### config.mk
export PLATFORM = sky130hd
export DESIGN_NAME = wb_port_arbiter
export DESIGN_NICKNAME = d
export VERILOG_FILES = /design/src/rtl/wb_port_arbiter.sv
export SDC_FILE = /design/constraint.sdc
export NUM_CORES = 1
export LEC_CHECK = 0
export CORE_ASPECT_RATIO = 0.5
export CORE_MARGIN = 2
export CORE_UTILIZATION = 39
export CTS_CLUSTER_SIZE = 25
export DETAILED_ROUTE_END_ITERATION = 8
export PLACE_DENSITY = 0.9
export SYNTH_ARGS = -nofsm -noshare
export SYNTH_HDL_FRONTEND = slang
export SYNTH_SLANG_ARGS = --single-unit
### constraint.sdc
create_clock -name clk -period 2 [get_ports clk]
set_input_delay 0.4 -clock clk [delete_from_list [all_inputs] [get_ports clk]]
set_output_delay 0.4 -clock clk [all_outputs]
set_load 0.01 [all_outputs]
### src/rtl/wb_port_arbiter.sv
// Register-file write-port arbiter: round-robin between the ALU and load paths,
// presenting one registered write per cycle and counting contention cycles.
module wb_port_arbiter #(
  parameter int DATA_W = 16,
  parameter int ADDR_W = 3,
  parameter int CNT_W  = 8
) (
  input  logic              clk,
  input  logic              reset,
  input  logic              alu_valid,
  input  logic [ADDR_W-1:0] alu_rd,
  input  logic [DATA_W-1:0] alu_data,
  output logic              alu_ready,
  input  logic              mem_valid,
  input  logic [ADDR_W-1:0] mem_rd,
  input  logic [DATA_W-1:0] mem_data,
  output logic              mem_ready,
  input  logic              rf_busy,
  output logic              wb_en,
  output logic [ADDR_W-1:0] wb_rd,
  output logic [DATA_W-1:0] wb_data,
  output logic [CNT_W-1:0]  conflict_cnt
);

  typedef enum logic {
    PREF_MEM = 1'b0,
    PREF_ALU = 1'b1
  } pref_t;

  pref_t             pref_q, pref_d;
  logic              wb_en_q, wb_en_d;
  logic [ADDR_W-1:0] wb_rd_q, wb_rd_d;
  logic [DATA_W-1:0] wb_data_q, wb_data_d;
  logic [CNT_W-1:0]  cnt_q, cnt_d;

  logic both_valid;
  logic alu_acc, mem_acc;

  assign both_valid = alu_valid & mem_valid;

  // Readies are gated by reset so nothing is accepted while it is held low.
  always_comb begin
    alu_ready = 1'b0;
    mem_ready = 1'b0;
    if (reset && !rf_busy) begin
      if (both_valid) begin
        alu_ready = (pref_q == PREF_ALU);
        mem_ready = (pref_q == PREF_MEM);
      end else begin
        alu_ready = alu_valid;
        mem_ready = mem_valid;
      end
    end
  end

  assign alu_acc = alu_valid & alu_ready;
  assign mem_acc = mem_valid & mem_ready;

  always_comb begin
    pref_d    = pref_q;
    wb_en_d   = 1'b0;
    wb_rd_d   = wb_rd_q;
    wb_data_d = wb_data_q;
    cnt_d     = cnt_q;
    if (mem_acc) begin
      pref_d    = PREF_ALU;
      wb_en_d   = (mem_rd != '0);
      wb_rd_d   = mem_rd;
      wb_data_d = mem_data;
    end else if (alu_acc) begin
      pref_d    = PREF_MEM;
      wb_en_d   = (alu_rd != '0);
      wb_rd_d   = alu_rd;
      wb_data_d = alu_data;
    end
    // Contention counts even while the register file is busy; saturates.
    if (both_valid && (cnt_q != {CNT_W{1'b1}})) begin
      cnt_d = cnt_q + 1'b1;
    end
  end

  always_ff @(posedge clk or negedge reset) begin
    if (!reset) begin
      pref_q    <= PREF_MEM;
      wb_en_q   <= 1'b0;
      wb_rd_q   <= '0;
      wb_data_q <= '0;
      cnt_q     <= '0;
    end else begin
      pref_q    <= pref_d;
      wb_en_q   <= wb_en_d;
      wb_rd_q   <= wb_rd_d;
      wb_data_q <= wb_data_d;
      cnt_q     <= cnt_d;
    end
  end

  assign wb_en        = wb_en_q;
  assign wb_rd        = wb_rd_q;
  assign wb_data      = wb_data_q;
  assign conflict_cnt = cnt_q;

endmodule
== After elaboration in Yosys (flattened, before gate mapping) ==
Index checks and enable logic that the tools add are counted.
Operators by class
  eq/ne operators: 1
  bitwise gates (word level): 4
  add/subtract/negate cells: 1
  reduce and logical (&&, ||, !) cells: 6
  mux-type cells: 12
Operator list (number)
  $mux W16: 2
  $add A8 B1 Y8 const B: 1
  $mux W1: 8
  $ne A8 B8 Y1 const B: 1
  $mux W3: 2
  $reduce_bool A3 Y1: 2
  $and A1 B1 Y1: 3
  $logic_and A1 B1 Y1: 2
  $reduce_bool A2 Y1: 1
  $logic_not A1 Y1: 1
  $not A1 Y1: 1
Storage, ports and cells
  output and inout bits: 30
  word-level logic and storage cells: 29
  register bits after elaboration: 29
  bits of input ports: 43

== Depth between registers and ports, before layout ==
  word-level depth: 6
  mapped depth: 6
  gate-level depth less buffers: 5

== Worst setup path before layout ==
No wires, ideal clock.
  path kind: register -> register
  from: register cnt_q[0] (netlist: conflict_cnt[0])
  to: register cnt_q[1] (netlist: conflict_cnt[1])
  slack: 522 ps
  required time: 1875 ps
  stages on the path, launching flop included: 5
  setup time: 125 ps
  arrival: 1353 ps
  cell sequence: dfrtp_1 -> ha_1 -> nand2_1 -> o311ai_4 -> mux2_4
Between the ends
  word-level cells in the longest chain between the ends: 2
  elaborated cells on any way between the ends: 3
RTL lines
  start: declaration: RTL line 34  | logic [CNT_W-1:0] cnt_q, cnt_d;
  start signal: assignment: RTL line 94  | cnt_q <= cnt_d;
  parallel branches: the longest is 2 deep, another holds $add A8 B1 Y8
Parallel ways; which one is timed is not known.
A chain may end at the register's enable or synchronous reset.

== Worst setup path after layout ==
  from: input port reset
  to: output port mem_ready
Between the ends
  word-level cells in the longest chain between the ends: 2
RTL lines
  start: declaration: RTL line 9  | input logic reset,
  $logic_and A1 B1 Y1: RTL line 45  | if (reset && !rf_busy) begin
  $mux W1: RTL line 45
  end: declaration: RTL line 17  | output logic mem_ready,
No other way between the ends.

==> results.md <==
- Hold_buf cts: 0
- Clock latency on the worst-skew pair: 0.27 ns
- Crit-path leading delay family: buffers and inverters
- Leak Pwr: 0.00101 µW
- First-pass GRT wire length: 6670 µm
- Comb power frac: 0.349
- Multiplexer share of the synthesized area: 0.0188
- Count leader, synth: a21oi_1
- Slew HR: 0.753
- Area growth syn-to-layout: 64.8%
- Switch share: 0.312
- GR Layer Usage met3: 0.0484
- Synth top area cells: dfrtp_1 (52%), a21oi_1 (14%), nand2_1 (7.5%)
- Number of I/O pins: 73
- Max cap viols: 0
- Routed vias: 1437
- Area share of and/or/nand/nor cells after synthesis: 0.198
- Layout cell share with drive strength beyond 1: 0.0890
- I/O Buffers: 72
- Max Slew Vio Count: 0
- Syn Area/Cell: 8.91 µm²
- DP Worst Slack: -0.241 ns
- Fin Hold WS: 0.508 ns
- Root Driver: clkbuf_8
- 1st-iter DRT viols: 75
- Startpoint Class: input pin
- Largest net degree at the start of global routing: 30
- Top_reg_cell synth: dfrtp_1
- Switching pwr: 635 µW
- Storage element area: 726 µm²
- Tmin final: 1.91 ns
- Post-DR vias/cell: 5.01
- Setup ws final: 0.0929 ns
- Register share of total power: 0.417
- Crit path max-delay cell type: clkdlybuf4s50_1
- Core Util, Final: 0.671
- Yosys warns: 0
- Worst path bufs/invs: 3
- Min-Delay Path Class: flop to flop
- Cells on worst reg2reg path: 4
- Status: finished clean
- Hold depth: 1
- Tot GR Track Use: 0.220
- Slack of the worst reg-to-reg path: 0.43 ns
- Grt met1 use: 0.260
- Min-delay src: conflict_cnt[6]$_DFFE_PN0P_
- RSZ-0062 raised after global routing: no
- CTS tree: done
- CP peak stage delay: 0.49 ns
- Total routed wirelength: 4290 µm
- Maximum vdd drop: 0.401 mV
- Ant. Diodes: 0
- Initial antenna violation count: 0
- Total gr overflow: 0
- Max Fclk: 524 MHz
- Clk buf depth: 2
- Row Count: 15
- CTS Buf Count: 5
- Starting Density: 0.407
- FFs w/ async S/R, synth: 1.00
- Multi-input gate area in the final layout: 613 µm²
- Core area: 3430 µm²
- Worst slew pin tran: 0.370 ns
- Clock power frac: 0.234
- Mapped Nets: 201
- Post-synth top area share: 0.519
- Setup-failing EPs final: 0
- Full die area: 4110 µm²
- H-tree depth: 2
- CTS sink cnt: 29
- Met2 Use GR: 0.404
- Synth Area in Compound Gates: 0.193
- EDFF count, synth: 0
- Skew final: 0.00271 ns
- Sequential fraction of the synthesis area: 0.519
- Post-Synth Adder-Cell Area: 0.00894
- Internal power: 1400 µW
- Die height: 46.4 µm
- Required time worst endpoint: 1.60 ns
- Cells after Synth: 157
- RD Place Congestion: 0.799
- PwrDens: 883 nW/µm²
- Routed Antenna Nets: 0
- Worst-path cell chain: clkdlybuf4s50_1, and2b_2, nand3_2, inv_2, dlygate4sd2_1
- Worst-path clk slew: 0.06 ns
- Crit Path Category: input pin to primary output
- Synth unique cells: 26
- Reg-to-reg critical path endpoint: conflict_cnt[1]$_DFFE_PN0P_
- Commonest cells in the netlist: a21oi_1 (40), dfrtp_1 (29), nand2_1 (28), nor2_1 (23)
- Wire per inst: 15.0 µm
- Setup Total Neg Slack: 0 ns
- Final period util: 0.954
- Origin of the critical flop-to-flop path: conflict_cnt[1]$_DFFE_PN0P_
- Final nets: 280
- Synth Register Bits: 29
- Area leader, netlist: dfrtp_1
- First drt pass iteration count: 4
- GR peak layer: met2
- Arrival time at the worst endpoint: 1.51 ns
- Die W: 88.7 µm
- Crit end category: primary output
- Fraction of synthesized cell area in xor and xnor cells: 0.0188
- CP Max Fanout: 3
- Post-DP HPWL: 3110 µm
- Largest family of logic cells by synthesized area: simple AND/OR/NAND/NOR gates
- Cell Area, Synth: 1400 µm²
- Fill count: 262
- Worst Hold Path EP: conflict_cnt[6]$_DFFE_PN0P_
- Vias in the first global route: 1433
- Final Hold Vio Count: 0
- DRC: 0
- Power, Total: 2030 µW
[registers in the layout (all words and copies together) (netlist names)]
name and cells:
pref_q 1, wb_rd 3, wb_en 1, conflict_cnt 8, wb_data 16
[per-layer routing]
| layer | routed length (µm) | part of all wire |
|---|---|---|
| met2 | 2280 | 0.53 |
| met1 | 1750 | 0.41 |
| met5 | 0 | 0 |
| met4 | 65 | 0.015 |
| met3 | 190 | 0.044 |
[placed cells by master (no fill, tap or decap), drive strengths merged, types with 2 or more instances in the layout]
| cell | count |
|---|---|
| clkdlybuf4s50 | 70 |
| a21oi | 40 |
| dfrtp | 29 |
| nand2 | 28 |
| nor2 | 23 |
| buf | 8 |
| clkbuf | 7 |
| nand3 | 4 |
| nor3 | 3 |
| inv | 3 |
| o21ai | 3 |
| nor4 | 2 |
| o21a | 2 |
| and3 | 2 |
| xor2 | 2 |
| mux2 | 2 |
[per-stage QoR]
stage	cells	area (µm²)
global placement	280	2220
detailed placement	280	2220
CTS	287	2300
finish	287	2300
global route	287	2300
floorplan	157	1400
[cell type report]
class / count / area share
multi-input combinational: 117 / 0.266
clock buffer: 7 / 0.0375
sequential: 29 / 0.315
inverter: 3 / 0.00489
tap: 51 / 0.0277
timing repair buffer: 80 / 0.349
[power by group through the flow]
stage	clock [µW]	sequential [µW]	combinational (µW)
finish	475	849	711
global placement	0	844	682
detailed placement	0	856	706
global route	514	867	767
CTS	484	847	713
floorplan	0	898	220
[repair_timing]
| action | 4_1_cts | 5_1_grt |
|---|---|---|
| pin swaps | 0 | 0 |
| resized for setup | 3 | 1 |
| buffers inserted | 0 | 0 |
| cloned | 0 | 0 |
| endpoints found under the setup margin | 2 | 1 |
[kinds of logic after synthesis]
logic type | after synthesis
flip-flops | 29
AND/OR/NAND/NOR | 63
adder cells (fa/ha/maj) | 1
buffers and inverters | 11
multiplexers | 2
AO/OA/AOI/OAI | 48
XOR/XNOR | 3
[worst max path at each step]
stage                                            from                     endpoint  slack (ns)  cells after the start
after floorplan           conflict_cnt[0]$_DFFE_PN0P_  conflict_cnt[1]$_DFFE_PN0P_        0.52                      4
after global placement                          reset                    alu_ready       -0.20                      5
after detailed placement                        reset                    alu_ready       -0.24                      5
after CTS                                       reset                    alu_ready        0.06                      5
after global routing                            reset                    alu_ready        0.02                      5
final                                           reset                    mem_ready        0.09                      5
Note: power is estimated with default switching activity, not from simulation.
